$ cat src/rtl/fetch_queue.sv
// fetch_queue: instruction fetch stage feeding decode.
//   Owns the fetch PC and issues in-order word requests to instruction memory.
//   Returned words are paired with their request PC and buffered in a small
//   queue. The decode-facing register (o_*) is refilled once per cycle unless
//   stall is high. A redirect from execute flushes everything and restarts
//   fetch at redirect_pc.
// Ports:
//   clk, rst (async, active-low)
//   stall                        downstream hold of o_valid/o_insn/o_pc
//   redirect, redirect_pc        flush and restart fetch (bits [1:0] ignored)
//   imem_req_valid/ready/addr    request channel (addr = fetch PC)
//   imem_rsp_valid/data          in-order responses, latency >= 1 cycle
//   o_valid, o_insn, o_pc        instruction presented to decode
// Optional build macro FETCH_PERF_EN adds o_perf_fetched, o_perf_dropped and
// o_perf_starved (32-bit wrapping event counters).
module fetch_queue #(
  parameter logic [31:0] RESET_PC        = 32'h0000_0000,
  parameter int unsigned QUEUE_DEPTH     = 4,
  parameter int unsigned MAX_OUTSTANDING = 2
) (
  input  logic        clk,
  input  logic        rst,
  input  logic        stall,
  input  logic        redirect,
  input  logic [31:0] redirect_pc,
  output logic        imem_req_valid,
  input  logic        imem_req_ready,
  output logic [31:0] imem_req_addr,
  input  logic        imem_rsp_valid,
  input  logic [31:0] imem_rsp_data,
  output logic        o_valid,
  output logic [31:0] o_insn,
  output logic [31:0] o_pc
`ifdef FETCH_PERF_EN
  ,
  output logic [31:0] o_perf_fetched,
  output logic [31:0] o_perf_dropped,
  output logic [31:0] o_perf_starved
`endif
);

  localparam int unsigned QAW = $clog2(QUEUE_DEPTH);
  localparam int unsigned QCW = QAW + 1;
  localparam int unsigned OCW = $clog2(MAX_OUTSTANDING + 1);
  localparam int unsigned PAW = (MAX_OUTSTANDING > 1) ? $clog2(MAX_OUTSTANDING) : 1;
  localparam logic [31:0] NOP = 32'h0000_0013;

  logic [31:0]    fetch_pc;
  logic [OCW-1:0] outstanding;
  logic [OCW-1:0] outstanding_next;
  logic [OCW-1:0] drop_cnt;

  // PC tracking FIFO: one entry per accepted-but-unanswered request
  logic [31:0]    pcf_mem [MAX_OUTSTANDING];
  logic [PAW-1:0] pcf_head;
  logic [PAW-1:0] pcf_tail;

  // instruction queue
  logic [31:0]    q_insn [QUEUE_DEPTH];
  logic [31:0]    q_pc   [QUEUE_DEPTH];
  logic [QAW-1:0] q_head;
  logic [QAW-1:0] q_tail;
  logic [QCW-1:0] q_count;

  logic        credit_ok;
  logic        req_fire;
  logic        rsp_keep;
  logic        q_empty;
  logic        out_pop;
  logic        bypass;
  logic        q_push;
  logic [31:0] rsp_pc;
  logic        unused_bits;

  assign unused_bits = ^redirect_pc[1:0];

  function automatic logic [PAW-1:0] pcf_next(input logic [PAW-1:0] p);
    if (MAX_OUTSTANDING == 1) return '0;
    if (p == PAW'(MAX_OUTSTANDING - 1)) return '0;
    return p + 1'b1;
  endfunction

  always_comb begin
    // Credits count in-flight requests as if already queued, so every
    // response always has a free slot (dropped ones are counted too).
    credit_ok = (32'(outstanding) < MAX_OUTSTANDING) &&
                ((32'(outstanding) + 32'(q_count)) < QUEUE_DEPTH);
    imem_req_valid = rst && !redirect && credit_ok;
    imem_req_addr  = fetch_pc;
    req_fire       = imem_req_valid && imem_req_ready;
    rsp_keep       = imem_rsp_valid && (drop_cnt == '0) && !redirect;
    rsp_pc         = pcf_mem[pcf_head];
    q_empty        = (q_count == '0);
    out_pop        = !redirect && !stall && !q_empty;
    bypass         = !redirect && !stall && q_empty && rsp_keep;
    q_push         = rsp_keep && !bypass;
    outstanding_next = outstanding;
    case ({req_fire, imem_rsp_valid})
      2'b10:   outstanding_next = outstanding + 1'b1;
      2'b01:   outstanding_next = outstanding - 1'b1;
      default: outstanding_next = outstanding;
    endcase
  end

  always_ff @(posedge clk or negedge rst) begin
    if (!rst) begin
      fetch_pc    <= RESET_PC;
      outstanding <= '0;
      drop_cnt    <= '0;
      pcf_head    <= '0;
      pcf_tail    <= '0;
    end else begin
      outstanding <= outstanding_next;
      if (req_fire) pcf_tail <= pcf_next(pcf_tail);
      if (imem_rsp_valid) pcf_head <= pcf_next(pcf_head);
      if (redirect) begin
        fetch_pc <= {redirect_pc[31:2], 2'b00};
        // every request still in flight after this cycle belongs to the old path
        drop_cnt <= outstanding_next;
      end else begin
        if (req_fire) fetch_pc <= fetch_pc + 32'd4;
        if (imem_rsp_valid && (drop_cnt != '0)) drop_cnt <= drop_cnt - 1'b1;
      end
    end
  end

  always_ff @(posedge clk) begin
    if (req_fire) pcf_mem[pcf_tail] <= fetch_pc;
    if (q_push) begin
      q_insn[q_tail] <= imem_rsp_data;
      q_pc[q_tail]   <= rsp_pc;
    end
  end

  always_ff @(posedge clk or negedge rst) begin
    if (!rst) begin
      q_head  <= '0;
      q_tail  <= '0;
      q_count <= '0;
    end else if (redirect) begin
      q_head  <= '0;
      q_tail  <= '0;
      q_count <= '0;
    end else begin
      if (q_push) q_tail <= q_tail + 1'b1;
      if (out_pop) q_head <= q_head + 1'b1;
      case ({q_push, out_pop})
        2'b10:   q_count <= q_count + 1'b1;
        2'b01:   q_count <= q_count - 1'b1;
        default: q_count <= q_count;
      endcase
    end
  end

  always_ff @(posedge clk or negedge rst) begin
    if (!rst) begin
      o_valid <= 1'b0;
      o_insn  <= NOP;
      o_pc    <= '0;
    end else if (redirect) begin
      o_valid <= 1'b0;
      o_insn  <= NOP;
    end else if (!stall) begin
      if (out_pop) begin
        o_valid <= 1'b1;
        o_insn  <= q_insn[q_head];
        o_pc    <= q_pc[q_head];
      end else if (bypass) begin
        o_valid <= 1'b1;
        o_insn  <= imem_rsp_data;
        o_pc    <= rsp_pc;
      end else begin
        o_valid <= 1'b0;
        o_insn  <= NOP;
      end
    end
  end

`ifdef FETCH_PERF_EN
  always_ff @(posedge clk or negedge rst) begin
    if (!rst) begin
      o_perf_fetched <= '0;
      o_perf_dropped <= '0;
      o_perf_starved <= '0;
    end else begin
      if (o_valid && !stall) o_perf_fetched <= o_perf_fetched + 32'd1;
      if (imem_rsp_valid && (redirect || (drop_cnt != '0)))
        o_perf_dropped <= o_perf_dropped + 32'd1;
      if (!stall && !o_valid && !redirect) o_perf_starved <= o_perf_starved + 32'd1;
    end
  end
`endif

endmodule
$ cat config.mk
export PLATFORM = sky130hd
export DESIGN_NAME = fetch_queue
export DESIGN_NICKNAME = d
export VERILOG_FILES = /design/src/rtl/fetch_queue.sv
export SDC_FILE = /design/constraint.sdc
export NUM_CORES = 1
export LEC_CHECK = 0
export CAP_MARGIN = 20
export CORE_MARGIN = 2
export CORE_UTILIZATION = 35
export DETAILED_ROUTE_END_ITERATION = 10
export PLACE_DENSITY_LB_ADDON = 0.1
export SYNTH_ARGS = -nofsm -noshare
export SYNTH_HDL_FRONTEND = slang
export SYNTH_SLANG_ARGS = --single-unit
$ cat constraint.sdc
create_clock -name clk -period 9.4 [get_ports clk]
set_input_delay 0.94 -clock clk [delete_from_list [all_inputs] [get_ports clk]]
set_output_delay 0.94 -clock clk [all_outputs]
set_load 0.005 [all_outputs]
==> metrics.md <==
| Metric | Value |
|---|---|
| Outcome | `complete, but fails checks` |
| Violated checks | `design-rule violations` |
| Worst min path class | `in2async` |
| Net count of the finished layout | `1267` |
| Pin count of the biggest net entering global routing | `63` |
| Setup Skew | `21.9 ps` |
| Reg clk slew, reported paths | `60 ps` |
| Row Count | `79` |
| List of cells traversed by the critical path | `clkdlybuf4s50_1 -> nor2_1 -> nor3_1 -> and2_2 -> buf_4` |
| Share of total power consumed by net switching | `0.275` |
| Cell types with the largest area share after synthesis | `edfxtp_1 56%, dfrtp_1 16%, mux4_2 8.4%, mux2_2 2.2%, nand2_1 2.2%` |
| Warnings from Yosys | `0` |
| Sequential area share after synthesis | `0.719` |
| Unrepaired setup endpoints after global routing | `false` |
| Async set-reset flop share out of synthesis | `0.256` |
| Buffer levels on the longest clock path | `3` |
| Number of max-slew violations in the final report | `0` |
| Post-CTS Repair Setup Buffers | `0` |
| Number of clock buffers inserted by TritonCTS | `45` |
| Die Ht | `between 200 and 250 microns` |
| Critical Path Slowest Stage Cell | `and2_2` |
| Wire length of the first global-routing pass | `60.0 mm` |
| Clock root buffer | `clkbuf_16` |
| Number of H-tree levels | `2` |
| Wirelength per Cell | `21.0 microns` |
| Area of the core | `46700 sq um` |
| Total power draw | `5.32 mW` |
| Kind of start point of the critical path | `input port` |
| Multi-input combinational cell area | `4400 sq um` |
| Gate Count Post-Synth | `around 1000` |
| Post-synthesis cell area | `16600 sq um` |
| Largest vdd supply drop | `0.125 mV` |
| Area of all placed cells without fillers | `20300 sq um` |
| Worst slack on hold paths | `around 230 ps` |
| Most common cell after layout, fill and taps aside | `edfxtp_1` |
| Die outline width | `~220 microns` |
| Top cell type's share of synthesized area | `0.558` |
| Number of search-and-repair iterations in the first detailed-routing pass | `9` |
| Number of max-cap violations | `0` |
| Boundary Pins | `168` |
| Number of DRC violations after detailed routing | `13` |
| DRT antenna net count | `0` |
| Post-detail-place hpwl | `22.4 mm` |
| Pint | `approximately 3.9 mW` |
| Most used flip-flop cell after synthesis | `edfxtp_1` |
| Final period utilization | `0.399` |
| Standard cell area after detailed placement | `18800 sq um` |
| Final hold violation count | `0` |
| Setup slack on the worst flop-to-flop path | `6180 ps` |
| Final weighted congestion in routability-driven placement | `0.714` |
| Total congestion overflow | `0` |
| Kind of capture point of the worst setup path | `register` |
| Worst reg2reg startpoint | `q_count[0]` |
| Share of power burned in the clock network | `0.331` |
| Worst endpoint data arrival time | `between 3000 and 4000 ps` |
| Die outline area | `49100 sq um` |
| Post-Route Utilization | `0.436` |
| Library cell occupying the most area in the post-synthesis netlist | `edfxtp_1` |
| Number of antenna violations at the first check in global routing | `0` |
| Overall Global Routing Usage | `0.159` |
| Period minus WS final | `approximately 3800 ps` |
| Clk sink count | `just over 400` |
| Violation count after the first detailed-route iteration | `between 600 and 700` |
| Aggregate routed wire length | `roughly 38 mm` |
| Number of endpoints failing setup at the final stage | `0` |
| Critical path buffers and inverters | `2` |
| Post-detailed-route via-to-cell ratio | `a little over 5` |
| Combinational group share of total power | `0.216` |
| Synthesis-to-layout area growth | `22.7%` |
| Max Fanout on Critical Path | `32` |
| Most used cells in the layout excluding fill and tap cells | `308 x edfxtp_1, 159 x clkdlybuf4s50_1, 101 x dfrtp_1` |
| Storage cell area | `11900 sq um` |
| Sequential group share of total power | `0.453` |
| Avg Cell Area, Syn | `16.3 sq um` |
| Rel. slew slack | `0.287` |
| Initial standard-cell utilization of the core | `0.355` |
| CTS tree | `done` |
| Source-to-sink clock delay at the later pin of the worst-skew pair | `~580 ps` |
| Setup TNS | `0 ps` |
| Count of flip-flops with a built-in enable after synthesis | `308` |
| Areal power density over the cells | `262 nW/um^2` |
| Static leakage | `just under 7 nW` |
| Count of filler cells inserted in the layout | `~4200` |
| Critical path data required time | `9600 ps` |
| CP top delay family | `simple AND/OR/NAND/NOR gates` |
| I/O Buffers | `around 160` |
| Vias after detailed routing | `between 9000 and 10000` |
| Layout cells sized above 1 | `0.174` |
| Stage delay of the slowest cell on the critical path | `910 ps` |
| Vias in the first global route | `just under 10000` |
| Net Switching | `1.46 mW` |
| Crit. Startpoint | `stall` |
| Antenna cell count | `0` |
| WS Path Type | `in2reg` |
| Total of flip-flops plus latches after synthesis | `414` |
| Actual slew at the worst max-slew pin | `1070 ps` |
| Resize count post-CTS | `0` |
| Post-CTS Hold Buffers | `0` |
| Achievable frequency | `~270 MHz` |
| Count of cell types in the netlist | `57` |
## cell families (layout without fill, tap and decap cells)
family | count (synthesis) | count (layout) | share of synthesized area
AND/OR/NAND/NOR | 242 | 242 | 0.0715
multiplexers | 127 | 127 | 0.126
buffers and inverters | 71 | 273 | 0.0183
other | 1 | 4 | 0.000226
XOR/XNOR | 17 | 17 | 0.00899
AO/OA/AOI/OAI | 138 | 138 | 0.0491
flip-flops | 414 | 414 | 0.719
adder cells (fa/ha/maj) | 9 | 9 | 0.00725
## worst reg2reg max path, stage by stage (launching register included)
cell	delay, ps
dfrtp_1	470
or3_1	270
nor2_1	60
nor3_1	530
and2_2	910
buf_4	600
## power groups by stage
| stage | sequential [mW] | clock (mW) | combinational [mW] |
|---|---|---|---|
| final | 2.41 | 1.76 | 1.15 |
| after global placement | 2.45 | 0 | 1.16 |
| after detailed placement | 2.45 | 0 | 1.17 |
| after floorplan | 2.36 | 0 | 0.695 |
| after global routing | 2.44 | 1.89 | 1.27 |
| after CTS | 2.42 | 1.82 | 1.18 |
## cells in the mapped netlist (all sizes together) (8+ instances only)
cell type	number
a21oi	29
or3	10
ha	8
mux2i	32
inv	11
xor2	9
o21ai	73
nand2	98
nor3	14
nand4	10
buf	27
mux4	62
xnor2	8
edfxtp	308
nand3	22
clkbuf	33
mux2	33
nor2	48
dfrtp	103
## cell type report
class	instances	share of cell area
Clock buffer	62	0.0610
Clock inverter	21	0.0119
Multi-Input combinational cell	537	0.216
Timing Repair Buffer	179	0.0856
Sequential cell	414	0.586
Tap cell	607	0.0374
Inverter	11	0.00203
## flip-flops by register name, indices dropped and copies added (netlist names), 2 cells and up
| signal | cells |
|---|---|
| q_head | 2 |
| q_count | 3 |
| q_tail | 2 |
| o_pc | 30 |
| outstanding | 2 |
| q_insn | 128 |
| o_insn | 32 |
| drop_cnt | 2 |
| pcf_mem | 60 |
| q_pc | 120 |
| imem_req_addr | 30 |
## metrics by stage
step	setup WS [ps]	std cells
final	5650	1831
after global routing	5400	1831
after CTS	5600	1831
after detailed placement	5020	1748
after global placement	5050	1748
after floorplan	5860	1022
## final timing paths
check	end	cells past startpoint
worst min-delay path	o_insn[13]	1
worst max-delay path	q_insn[1][17]	5
worst max register to register	q_insn[1][17]	5
min in group clk	o_insn[15]	2
worst min register to register	o_insn[15]	2
max in group asynchronous	pcf_tail	3
## routing by layer
layer / part of all wire / global-route usage / up-vias
met1: 0.46 / 0.221 / 4722
li1: - / - / 4262
met5: 0 / 0 / -
met4: 0.015 / 0.0347 / 0
met3: 0.046 / 0.0339 / 47
met2: 0.48 / 0.257 / 206
Power figures use the tool's default switching activity.
